<file path="src/rtl/seq_adder.sv">
// Multi-cycle ripple-carry adder: sums two WIDTH-bit operands plus carry-in,
// CHUNK bits per clock (LSB chunk first), with a start/busy/done handshake.
//
// state | meaning
// IDLE  | waiting for start; operands captured on an accepted start
// RUN   | one CHUNK-bit slice added per edge, N edges total
// DONE  | one-cycle done pulse, then back to IDLE
module seq_adder #(
   parameter int WIDTH = 32,
   parameter int CHUNK = 8
) (
   input  logic             clk,
   input  logic             rst,
   input  logic             start,
   input  logic [WIDTH-1:0] a,
   input  logic [WIDTH-1:0] b,
   input  logic             c_in,
   output logic             busy,
   output logic             done,
   output logic [WIDTH-1:0] sum,
   output logic             c_out,
   output logic             v_out
);

   localparam int N  = WIDTH / CHUNK;
   localparam int CW = (N > 1) ? $clog2(N) : 1;

   typedef enum logic [1:0] {IDLE, RUN, DONE} state_t;

   state_t           state;
   logic [CW-1:0]    count;
   logic [WIDTH-1:0] a_sh;
   logic [WIDTH-1:0] b_sh;
   logic             carry;
   logic [WIDTH-1:0] psum;

   logic [CHUNK:0]   chunk_full;
   logic [CHUNK-1:0] chunk_sum;
   logic             chunk_cout;
   logic             msb_cin;
   logic [WIDTH-1:0] psum_next;

   always_comb begin
      chunk_full = {1'b0, a_sh[CHUNK-1:0]} + {1'b0, b_sh[CHUNK-1:0]}
                 + {{CHUNK{1'b0}}, carry};
      chunk_sum  = chunk_full[CHUNK-1:0];
      chunk_cout = chunk_full[CHUNK];
      // Carry into the top bit of this slice, recovered from the sum bit.
      msb_cin    = a_sh[CHUNK-1] ^ b_sh[CHUNK-1] ^ chunk_sum[CHUNK-1];
      psum_next  = (psum >> CHUNK) | (WIDTH'(chunk_sum) << (WIDTH - CHUNK));
   end

   always_ff @(posedge clk or posedge rst) begin
      if (rst) begin
         state <= IDLE;
         count <= '0;
         a_sh  <= '0;
         b_sh  <= '0;
         carry <= 1'b0;
         psum  <= '0;
         sum   <= '0;
         c_out <= 1'b0;
         v_out <= 1'b0;
         busy  <= 1'b0;
         done  <= 1'b0;
      end else begin
         case (state)
            IDLE: begin
               if (start) begin
                  a_sh  <= a;
                  b_sh  <= b;
                  carry <= c_in;
                  psum  <= '0;
                  count <= '0;
                  busy  <= 1'b1;
                  state <= RUN;
               end
            end
            RUN: begin
               psum  <= psum_next;
               a_sh  <= a_sh >> CHUNK;
               b_sh  <= b_sh >> CHUNK;
               carry <= chunk_cout;
               count <= count + CW'(1);
               if (count == CW'(N - 1)) begin
                  sum   <= psum_next;
                  c_out <= chunk_cout;
                  v_out <= msb_cin ^ chunk_cout;
                  busy  <= 1'b0;
                  done  <= 1'b1;
                  state <= DONE;
               end
            end
            DONE: begin
               done  <= 1'b0;
               state <= IDLE;
            end
            default: begin
               busy  <= 1'b0;
               done  <= 1'b0;
               state <= IDLE;
            end
         endcase
      end
   end

endmodule

</file>
<file path="config.mk">
export PLATFORM = sky130hd
export DESIGN_NAME = seq_adder
export DESIGN_NICKNAME = d
export VERILOG_FILES = /design/src/rtl/seq_adder.sv
export SDC_FILE = /design/constraint.sdc
export NUM_CORES = 1
export LEC_CHECK = 0
export ABC_AREA = 0
export BUFFER_PORTS_ARGS = -buffer_cell sky130_fd_sc_hd__buf_2
export CORE_MARGIN = 3
export CORE_UTILIZATION = 45
export CTS_CLUSTER_DIAMETER = 120
export CTS_CLUSTER_SIZE = 24
export DETAILED_ROUTE_END_ITERATION = 16
export PLACE_DENSITY = 0.64
export SLEW_MARGIN = 20
export SYNTH_ARGS = -nofsm -noshare
export SYNTH_HDL_FRONTEND = slang
export SYNTH_SLANG_ARGS = --single-unit
</file>
<file path="constraint.sdc">
create_clock -name clk -period 4.69 [get_ports clk]
set_clock_uncertainty 0.15 [all_clocks]
set_input_delay 0.2345 -clock clk [delete_from_list [all_inputs] [get_ports clk]]
set_output_delay 0.2345 -clock clk [all_outputs]
set_load 0.05 [all_outputs]
</file>
**Word level (Yosys, flattened, before mapping)**

Index checks and enable logic that the tools add are counted.

- Add/sub/neg operators: 3
- Multiplexer cells: 18
- Reductions and logical operators: 7
- Bitwise logic cells: 6
- Equality and inequality tests: 5

Operators with widths:

| cell | count |
|---|---|
| $pmux 32 s2 | 3 |
| $mux 32 | 3 |
| $or 24x32->32 | 1 |
| $add 8x8->9 | 1 |
| $add 9x1->9 | 1 |
| $pmux 2 s2 | 2 |
| $reduce_and 2->1 | 4 |
| $mux 2 | 3 |
| $eq 2x2->1 const B | 2 |
| $mux 1 | 4 |
| $ne 2x2->1 const B | 2 |
| $pmux 1 s2 | 2 |
| $pmux 1 s3 | 1 |
| $reduce_and 3->1 | 1 |
| $xor 1x1->1 | 3 |
| $add 2x1->2 const B | 1 |
| $eq 2x1->1 const B | 1 |
| $logic_not 2->1 | 1 |
| $not 1->1 | 2 |
| $reduce_bool 2->1 | 1 |

- Output and inout bits: 36
- Word-level logic and storage cells: 50
- Bits in registers: 137

**Logic depth before layout (Yosys ltp)**

Gate-level depths: netlist of the first run.

- Depth in word-level cells: 4
- Gate-level depth with buffers: 8
- Gate-level depth less buffers: 8

**Least setup slack after synthesis of the first run**

Ideal clock, no wire load.

- Kind: flip-flop to flip-flop
- Start point: register a_sh[0]
- End point: register psum[30]
- Slack: 2.267 ns
- Cell stages (with the launch flop): 9
- Buffers on the path: 0
- Arrival time: 2.151 ns
- Cells stage by stage: dfrtp_1 fa_1 inv_1 fa_1 nor2b_1 o31a_1 o21a_1 or3_1 a32o_1

- Cells in the longest elaborated chain, start to end: 4

RTL lines:

| element | RTL line | source |
|---|---|---|
| from (decl) | 32 | `logic [WIDTH-1:0] a_sh;` |
| from (signal assigned) | 81 | `a_sh <= a_sh >> CHUNK;` |
| $add 8x8->9 | 44 | `chunk_full = {1'b0, a_sh[CHUNK-1:0]} + {1'b0, b_sh[CHUNK-1:0]}` |
| $add 9x1->9 | 45 | `+ {{CHUNK{1'b0}}, carry};` |
| $or 24x32->32 | 50 | `psum_next = (psum >> CHUNK) \| (WIDTH'(chunk_sum) << (WIDTH - CHUNK));` |
| $pmux 32 s2 | 67 | `case (state)` |
| to (signal assigned) | 80 | `psum <= psum_next;` |
| to (decl) | 35 | `logic [WIDTH-1:0] psum;` |

No other way between the ends.
A chain may end at the register's enable or synchronous reset.

**Worst setup path after layout of the first run**

Same ends and word-level chain as after synthesis.

==> impl_metrics.toml, run 1 <==
[run_status]
result_of_the_run = "completed"

[synth]
post_synth_inst_count = 453
ys_dominant_reg_cell = "sky130_fd_sc_hd__dfrtp_1"
synth_cell_type_count = 31
share_of_synthesized_registers_carrying_an_async_set_or_reset_pct = 100
syn-mean-instance-area_um2 = 12.0
mappedNetlistArea_um2 = 5440
synth.yosys.seq_area_share_pct = 59.4
yosys_register_bits = 129
mappedNetlistNets = 531
yosys_warns = 0
number_of_synthesized_flops_with_an_enable_pin = 0

[detailed_routing]
detail_route.wl_per_cell_um = 15.4
postRouteAntennaNets = 0
route.detailed.drc = 0
route.vias.total = 3989
drt-total-wl_um = 11800
drt_first_iter_violations = 254
drt_first_pass_iters = 4
route.detailed.vias_per_inst = 5.18

[power_and_ir_drop]
ir_drop_mv = 0.289
power_density_nw_per_um2 = 745
p_leak_nw = 3.60

[timing]
final_hold_viol_count = 0
achievable-frequency_mhz = 396
hold_slack_ns = 0.0173
final-setup-viol-count = 0
setup_repair_after_global_routing_missed_its_margin = "no"
worst_slew_pin_slew_ns = 0.787
slew_headroom_pct = 47.5
timing_max_transition_violations_final = 0
layout_worst_path_cycle_share_pct = 53.8
finalCriticalPeriod_ns = 2.52
setup_tns_ns = 0

[worst_setup_path]
critical_path_arrival_ns = 2.68
crit_path_start_kind = "flip-flop"
worstSetupEndpointType = "flip-flop"
reg2reg_setup_slack_ns = 2.17
setup.worst_path.class = "reg -> reg"
crit_path_max_fanout = 3
required_ns = 4.84

[grt]
grt_antenna_before_repair = 0
grt_pass1_wl_um = 19600
via_count_of_the_first_global_routing_pass = 4026
global_route.usage.total_pct = 19.0
grt_start_max_net_pins = 121
grt_overflow_total = 0

[clock_tree]
worst_setup_hold_path_clk_slew_ns = 0.05
clk_root_buf = "sky130_fd_sc_hd__clkbuf_16"
post_cts.resized_instances = 0
clk_latency_ns = 0.42
clock_tree.buffer_depth = 2
post-cts-setup-buffer-count = 0
clock_tree_from_tritoncts = "yes"
cts.htree.levels = 4
cts.sinks = 129
cts_inserted_buffers = 17

[placed_design]
io_buffer_count = 103
post-dp-hpwl_um = 7360
gp_routability_congestion = 0.812
placed_cells = 676

[flow_run]
max-cap-violations = 0

[cells_and_area]
final_cells = 770
layout_commonest_cell = "sky130_fd_sc_hd__dfrtp_1"
layout.nets = 693
layout.cells.most_common_list = "129 x sky130_fd_sc_hd__dfrtp_1, 103 x sky130_fd_sc_hd__buf_2, 67 x sky130_fd_sc_hd__nand2_1"
layout-drive-gt1-share_pct = 27.1
n_antenna_cell = 0
area_growth_pct = 34.1
final_util_pct = 62.8

[floorplanning]
std_cell_rows = 39
die_w_um = 116
top_level_ports = 104
coreArea_um2 = 11600
die_height_um = 116
die-area_um2 = 13400
initial_utilization_pct = 46.8

[hold_path]
hold_path.class = "in -> reg"
==> per-stage QoR <==
step,area [µm²],setup slack (ns),total power [W]
floorplan,5440,0.865,0.00362
global placement,6080,2.20,0.00410
detailed placement,6080,2.16,0.00416
CTS,7290,2.15,0.00547
global route,7290,1.99,0.00579
finish,7290,2.17,0.00543
==> flip-flops by register name, summed over array words and instances (netlist names) <==
register  count
a_sh         32
b_sh         32
sum          32
psum         24
count         2
state         2
busy          1
c_out         1
carry         1
done          1
v_out         1
==> timing repair <==
| item | CTS | global route |
|---|---|---|
| endpoints found under the hold margin | 150 | 0 |
| endpoints found under the setup margin | 0 | 0 |
| hold buffers | 63 | 0 |
==> synthesized netlist by cell type, types with 4 or more instances <==
cell                       number  area [µm²]
sky130_fd_sc_hd__a21o_1         4        30.0
sky130_fd_sc_hd__a21oi_1        6        30.0
sky130_fd_sc_hd__a22o_1        35         307
sky130_fd_sc_hd__buf_2         14        70.1
sky130_fd_sc_hd__clkbuf_1      12        45.0
sky130_fd_sc_hd__dfrtp_1      129        3230
sky130_fd_sc_hd__ha_1           8         100
sky130_fd_sc_hd__inv_1          6        22.5
sky130_fd_sc_hd__mux2_2        26         293
sky130_fd_sc_hd__mux2i_1       48         480
sky130_fd_sc_hd__nand2_1       67         251
sky130_fd_sc_hd__nor2_1         5        18.8
sky130_fd_sc_hd__o21ai_0       67         335
sky130_fd_sc_hd__xor2_1         4        35.0
==> layout make-up <==
| type | count | area, µm² |
|---|---|---|
| fill | 925 | 4330 |
| sequential | 129 | 3230 |
| multi-input combinational | 290 | 2080 |
| timing repair buffer | 171 | 1200 |
| clock buffer | 23 | 498 |
| tap | 143 | 179 |
| clock inverter | 8 | 76.3 |
| inverter | 6 | 27.5 |
==> power breakdown <==
part / total, W / internal (W) / switching (W)
clock: 0.00126 / 0.000794 / 0.000463
combinational: 0.00229 / 0.000874 / 0.00141
sequential: 0.00189 / 0.00160 / 0.000289
total: 0.00543 / 0.00327 / 0.00216
==> worst max-delay path, stage by stage, from the launching register on <==
cell,delay (ns)
sky130_fd_sc_hd__dfrtp_1,0.39
sky130_fd_sc_hd__fa_1,0.48
sky130_fd_sc_hd__inv_1,0.09
sky130_fd_sc_hd__fa_1,0.19
sky130_fd_sc_hd__nor2b_1,0.06
sky130_fd_sc_hd__o31a_1,0.27
sky130_fd_sc_hd__o21a_1,0.19
sky130_fd_sc_hd__or3_1,0.32
sky130_fd_sc_hd__a32o_1,0.26
==> worst paths after layout <==
path / from / to / cells after the start
max: a_sh[0] / psum[30] / 8
max in group asynchronous: rst / psum[19] / 4
min reg2reg: sum[31] / sum[31] / 2
min: b[0] / b_sh[0] / 3
min in group asynchronous: rst / sum[15] / 3
max reg2reg: a_sh[0] / psum[30] / 8
==> cell families after synthesis <==
family,after synthesis,share of synthesized area (%)
flops,129,59.4
compound gates,124,14.8
simple gates,77,5.55
mux,74,14.2
buf+inv,34,2.67
fa+ha+maj,10,2.58
xor+xnor,5,0.806
==> metal layers <==
layer  track usage (%)  share of wire, %  vias up
li1                  -                 -     1941
met1              24.0                45     1912
met2              30.9                48      116
met3              5.59               5.1       20
met4              7.35               1.8        0
met5                 0                 0        -
Note: power is estimated with default switching activity, not from simulation.
==> run 2, diff against run 1 <==
==> constraint.sdc (replaced) <==
create_clock -name clk -period 2.55 [get_ports clk]
set_clock_uncertainty 0.15 [all_clocks]
set_input_delay 0.1275 -clock clk [delete_from_list [all_inputs] [get_ports clk]]
set_output_delay 0.1275 -clock clk [all_outputs]
set_load 0.05 [all_outputs]
==> run 2 against run 1 <==
  * Worst hold slack worse by 0.0010 ns
  * Routed wire length grew 4.0%
  * Critical endpoint unchanged
  * Global-route usage grew 0.88 points
  * Final cell count increased by 1.6%
  * Clock-buffer cell count is 3 lower
  * Die area stayed put
  * Fmax up 1.8%
  * Sequential share of layout area is 1.2 points lower
  * Utilization up 1.8 points
  * First-iteration DRC count is 31% lower
  * Flip-flop and latch count did not move
  * Setup slack worse by 2.1 ns
==> impl_metrics.toml, run 2 (synthesis gave the netlist of run 1 again) <==
[clock_tree]
worst_setup_hold_path_clk_slew_ns = 0.06
clock_tree_from_tritoncts = "yes"
cts.sinks = 129
cts.htree.levels = 4
clock_tree.buffer_depth = 2
cts_inserted_buffers = 17
clk_root_buf = "sky130_fd_sc_hd__clkbuf_16"
clk_latency_ns = 0.41

[worst_setup_path]
timing.critical_path.slowest_cell_delay_ns = 0.41
endpoint = "psum[30]"
reg2reg_to = "psum[30]"
crit_top_cell = "sky130_fd_sc_hd__fa_2"
crit_path_start_kind = "flip-flop"
setup.worst_path.class = "reg -> reg"
crit_path_max_fanout = 2
worst-r2r-cell-count = 8
critical_path_arrival_ns = 2.62
critPathSlowestCell = "sky130_fd_sc_hd__fa_2"
required_ns = 2.69
worstSetupStartpoint = "b_sh[0]"
worstPathCellList = "fa_2 > inv_2 > fa_2 > nor2b_1 > o31a_1 > o21a_1 > or3_1 > a32o_1"
r2r-start = "b_sh[0]"
worstSetupEndpointType = "flip-flop"
reg2reg_setup_slack_ns = 0.07

[timing]
final_hold_viol_count = 0
timing.final.ws_setup_ns = 0.0728
setup_tns_ns = 0
slew_headroom_pct = 61.7
final-setup-viol-count = 0
finalCriticalPeriod_ns = 2.48
achievable-frequency_mhz = 404
layout_worst_path_cycle_share_pct = 97.1
hold_slack_ns = 0.0162
timing_max_transition_violations_final = 0
worst_slew_pin_slew_ns = 0.572

[grt]
grt_start_max_net_pins = 70
grt_pass1_wl_um = 20500
grt_antenna_before_repair = 0
via_count_of_the_first_global_routing_pass = 4152
global_route.usage.total_pct = 19.8
grt_overflow_total = 0

[power_and_ir_drop]
p_leak_nw = 3.68
p_int_w = 0.00639
ir_drop_mv = 0.912
p_seq_share_pct = 33.1
switching_share_pct = 39.1
combinationalPowerShare_pct = 42.4
switch_pwr_w = 0.00411
p_clk_share_pct = 24.5
power_density_nw_per_um2 = 1400

[cells_and_area]
filler_cell_count = 920
area_growth_pct = 37.8
final-seq-area_um2 = 3230
layout.nets = 704
layout.cells.most_common_list = "129 x sky130_fd_sc_hd__dfrtp_1, 103 x sky130_fd_sc_hd__buf_2, 67 x sky130_fd_sc_hd__nand2_1"
layout-drive-gt1-share_pct = 28.3
layout_commonest_cell = "sky130_fd_sc_hd__dfrtp_1"
n_antenna_cell = 0
multi_input_area_um2 = 2100
layout_top_registers = "a_sh (32), b_sh (32), sum (32)"

[flow_run]
max-cap-violations = 0

[floorplanning]
initial_utilization_pct = 46.8
top_level_ports = 104
std_cell_rows = 39
die_height_um = 116
die-area_um2 = 13400
die_w_um = 116
coreArea_um2 = 11600

[detailed_routing]
route.detailed.vias_per_inst = 5.13
route.detailed.drc = 0
drt_first_iter_violations = 174
route.vias.total = 4011
postRouteAntennaNets = 0
detail_route.wl_per_cell_um = 15.7
drt-total-wl_um = 12300
drt_first_pass_iters = 4

[placed_design]
io_buffer_count = 103
preCtsSetupSlack_ns = -0.0152
post-dp-hpwl_um = 7750
gp_routability_congestion = 0.878

[hold_path]
hold_path.class = "in -> reg"

[run_status]
result_of_the_run = "completed"
[run 2: changes by cell type in the layout (fill, tap and decap cells not counted), moves of 2 or more]
cell	change
sky130_fd_sc_hd__buf_12	+3
sky130_fd_sc_hd__buf_4	+5
sky130_fd_sc_hd__bufinv_16	+3
sky130_fd_sc_hd__clkbuf_8	-3
sky130_fd_sc_hd__clkinv_2	-2
sky130_fd_sc_hd__clkinv_4	+2
sky130_fd_sc_hd__clkinvlp_4	+2
sky130_fd_sc_hd__dlygate4sd3_1	+3
sky130_fd_sc_hd__fa_1	-2
sky130_fd_sc_hd__fa_2	+2
[run 2: final cells by class]
| class | instances | share of cell area, % |
|---|---|---|
| Sequential cell | 129 | 43.1 |
| Multi-Input combinational cell | 290 | 28.0 |
| Timing Repair Buffer | 182 | 17.7 |
| Clock buffer | 20 | 6.10 |
| Clock inverter | 12 | 2.42 |
| Tap cell | 143 | 2.39 |
| Inverter | 6 | 0.351 |
[run 2: critical path, delay by kind of cell, from the launching register on]
kind / cells / cell delay, ns
buf+inv: 1 / 0.07
fa+ha+maj: 2 / 0.61
flops: 1 / 0.40
simple gates: 2 / 0.40
compound gates: 3 / 0.73
[run 2: worst min-delay path by stage]
stage / from / endpoint / slack (ns) / cells past startpoint
6_report: c_in / carry / 0.02 / 4
5_1_grt: c_in / carry / 0.04 / 4
4_1_cts: c_in / carry / 0.0006 / 4
3_5_place_dp: rst / sum[7] / -0.08 / 2
3_3_place_gp: rst / sum[15] / -0.08 / 2
2_1_floorplan: a[25] / a_sh[25] / 0.11 / 1
[run 2: power groups by stage]
stage	clock, W	sequential [W]	combinational [W]
floorplan	0	0.00418	0.00248
global placement	0	0.00347	0.00420
detailed placement	0	0.00351	0.00428
CTS	0.00261	0.00349	0.00440
global route	0.00272	0.00359	0.00489
finish	0.00257	0.00348	0.00445
[run 2: stage by stage]
step | power (W) | cell area [µm²] | cells | utilization [%]
final | 0.0105 | 7490 | 782 | 64.5
after global placement | 0.00767 | 6160 | 682 | 53.1
after floorplan | 0.00666 | 5440 | 453 | -
after CTS | 0.0105 | 7460 | 780 | 64.3
after detailed placement | 0.00779 | 6160 | 682 | 53.1
after global routing | 0.0112 | 7490 | 782 | 64.5
[run 2: routing by layer]
layer	GRT usage (%)	wire length, µm
met5	0	0
met4	5.96	166
met3	6.27	509
met2	33.3	6040
met1	24.7	5600
[run 2: timing repair]
item,in CTS,in global routing
endpoints found under the hold margin,195,0
gates resized for setup,1,3
pin swaps,0,2
endpoints found under the setup margin,1,3
setup buffers,0,2
hold buffers,66,0
==> run 3, diff against run 2 <==
--- a/config.mk
+++ b/config.mk
@@ -8,11 +8,11 @@
 export ABC_AREA = 0
 export BUFFER_PORTS_ARGS = -buffer_cell sky130_fd_sc_hd__buf_2
 export CORE_MARGIN = 3
-export CORE_UTILIZATION = 45
+export CORE_UTILIZATION = 30
 export CTS_CLUSTER_DIAMETER = 120
 export CTS_CLUSTER_SIZE = 24
 export DETAILED_ROUTE_END_ITERATION = 16
-export PLACE_DENSITY = 0.64
+export PLACE_DENSITY = 0.46
 export SLEW_MARGIN = 20
 export SYNTH_ARGS = -nofsm -noshare
 export SYNTH_HDL_FRONTEND = slang
==> run 3 against run 2 <==
  * Critical path depth did not move
  * First-iteration DRC count rose by 4.6%
  * Die area grew 47%
==> impl_metrics.toml, run 3 (synthesis gave the netlist of run 1 again) <==
[grt]
grt-busiest-layer = "met2"
grt_pass1_wl_um = 21400
via_count_of_the_first_global_routing_pass = 4113
grt_util_met1_pct = 17.6
grt_antenna_before_repair = 0
met3_global_route_usage_pct = 3.93
grt_overflow_total = 0
global_route.usage.total_pct = 13.6
met2_usage_grt_pct = 21.6
grt_start_max_net_pins = 114

[worst_setup_path]
critical_path_arrival_ns = 2.66
required_ns = 2.70
worst-r2r-cell-count = 8
crit_path_start_kind = "flip-flop"
setup.worst_path.class = "reg -> reg"
crit_path_max_fanout = 2
worstSetupEndpointType = "flip-flop"

[floorplanning]
initial_utilization_pct = 31.0
die-area_um2 = 19800
top_level_ports = 104
die_w_um = 141
std_cell_rows = 48
die_height_um = 141
coreArea_um2 = 17500

[detailed_routing]
drt_first_iter_violations = 182
detail_route.wl_per_cell_um = 15.0
route.vias.total = 3930
drt-total-wl_um = 12900
route.detailed.vias_per_inst = 4.56
drt_first_pass_iters = 5
route.detailed.drc = 0
postRouteAntennaNets = 0

[cells_and_area]
layout-drive-gt1-share_pct = 27.8
layout.cells.most_common_list = "129 x sky130_fd_sc_hd__dfrtp_1, 103 x sky130_fd_sc_hd__buf_2, 67 x sky130_fd_sc_hd__nand2_1, 67 x sky130_fd_sc_hd__dlygate4sd3_1, 66 x sky130_fd_sc_hd__o21ai_0"
layout_top_registers = "a_sh (32), b_sh (32), sum (32)"
n_antenna_cell = 0
finalInstanceArea_um2 = 7550
filler_cell_count = 1679
area_growth_pct = 39.0
layout.nets = 703
layout_commonest_cell = "sky130_fd_sc_hd__dfrtp_1"

[power_and_ir_drop]
power_density_nw_per_um2 = 1370
p_total_w = 0.0104
switching_share_pct = 39.0
p_int_w = 0.00633
p_leak_nw = 3.68
p_seq_share_pct = 33.4
switch_pwr_w = 0.00404
combinationalPowerShare_pct = 42.7
ir_drop_mv = 0.862
p_clk_share_pct = 23.9

[clock_tree]
cts_inserted_buffers = 17
clk_latency_ns = 0.41
clk_root_buf = "sky130_fd_sc_hd__clkbuf_16"
clock_tree_from_tritoncts = "yes"
cts.htree.levels = 4
clock_tree.buffer_depth = 2
worst_setup_hold_path_clk_slew_ns = 0.05
cts.sinks = 129

[hold_path]
hold_path.class = "in -> async"

[placed_design]
gp_routability_congestion = 0.775
post-dp-hpwl_um = 8470
io_buffer_count = 103
preCtsSetupSlack_ns = 0.0514
placedInstanceArea_um2 = 6240

[timing]
slew_headroom_pct = 61.8
final_hold_viol_count = 0
setup_repair_after_global_routing_missed_its_margin = "yes"
timing_max_transition_violations_final = 0
final-setup-viol-count = 0
achievable-frequency_mhz = 398
layout_worst_path_cycle_share_pct = 98.7
worst_slew_pin_slew_ns = 0.572
timing.final.ws_setup_ns = 0.0344
finalCriticalPeriod_ns = 2.52

[flow_run]
max-cap-violations = 0

[run_status]
result_of_the_run = "completed"
run 3: cell types whose count changed in the layout (fill, tap and decap cells not counted), sizes merged:
| cell | before | now |
|---|---|---|
| clkinv | 3 | 2 |
| clkinvlp | 5 | 1 |
| buf | 116 | 114 |
| dlygate4sd3 | 66 | 67 |
| clkbuf | 20 | 25 |
| bufinv | 4 | 3 |
| inv | 6 | 5 |
run 3: power groups by stage:
stage / combinational (W) / clock, W / sequential (W)
after global routing: 0.00488 / 0.00263 / 0.00359
after floorplan: 0.00248 / 0 / 0.00418
after CTS: 0.00440 / 0.00255 / 0.00349
after global placement: 0.00426 / 0 / 0.00348
after detailed placement: 0.00431 / 0 / 0.00352
final: 0.00442 / 0.00248 / 0.00347
run 3: timing repair:
action / in CTS / in global routing
endpoints found under the setup margin: 0 / 2
setup buffers: 0 / 1
hold buffers: 67 / 0
endpoints found under the hold margin: 90 / 0
gates resized for setup: 0 / 6
run 3: final timing paths:
path / from / endpoint / slack [ns]
min: rst / sum[10] / 0.17
min in group clk: a[31] / a_sh[31] / 0.31
max in group asynchronous: rst / b_sh[23] / 1.31
max: b_sh[0] / psum[30] / 0.03
max reg2reg: b_sh[0] / psum[30] / 0.03
min reg2reg: v_out / v_out / 0.33
run 3: worst max-delay path: stages (launching register included):
cell                      delay, ns
sky130_fd_sc_hd__dfrtp_1       0.40
sky130_fd_sc_hd__fa_2          0.40
sky130_fd_sc_hd__inv_2         0.07
sky130_fd_sc_hd__fa_2          0.22
sky130_fd_sc_hd__nor2b_2       0.05
sky130_fd_sc_hd__o31a_1        0.30
sky130_fd_sc_hd__o21a_1        0.20
sky130_fd_sc_hd__or3_4         0.36
sky130_fd_sc_hd__a32o_1        0.24
run 3: final cells by class:
cell class | instances | area (µm²) | area share [%]
well taps | 225 | 282 | 3.73
multi-input cells | 290 | 2100 | 27.9
flip-flops and latches | 129 | 3230 | 42.7
clock buffers | 25 | 505 | 6.69
repair buffers | 181 | 1310 | 17.3
clock inverters | 5 | 100 | 1.33
inverters | 6 | 26.3 | 0.348
run 3: metal layers:
metal | vias up | share of wire, %
li1 | 1955 | -
met1 | 1853 | 48
met2 | 101 | 46
met3 | 21 | 4.9
met4 | 0 | 2.0
met5 | - | 0
run 3: stage by stage:
| stage | std cells | util [%] | hold slack, ns | TNS, ns |
|---|---|---|---|---|
| final | 861 | 43.1 | 0.172 | 0 |
| after global routing | 861 | 43.1 | 0.221 | -0.0845 |
| after CTS | 860 | 42.9 | 0.175 | 0 |
| after detailed placement | 763 | 35.6 | 0.0727 | 0 |
| after global placement | 763 | 35.6 | 0.0642 | 0 |
| after floorplan | 453 | - | 0.110 | 0 |
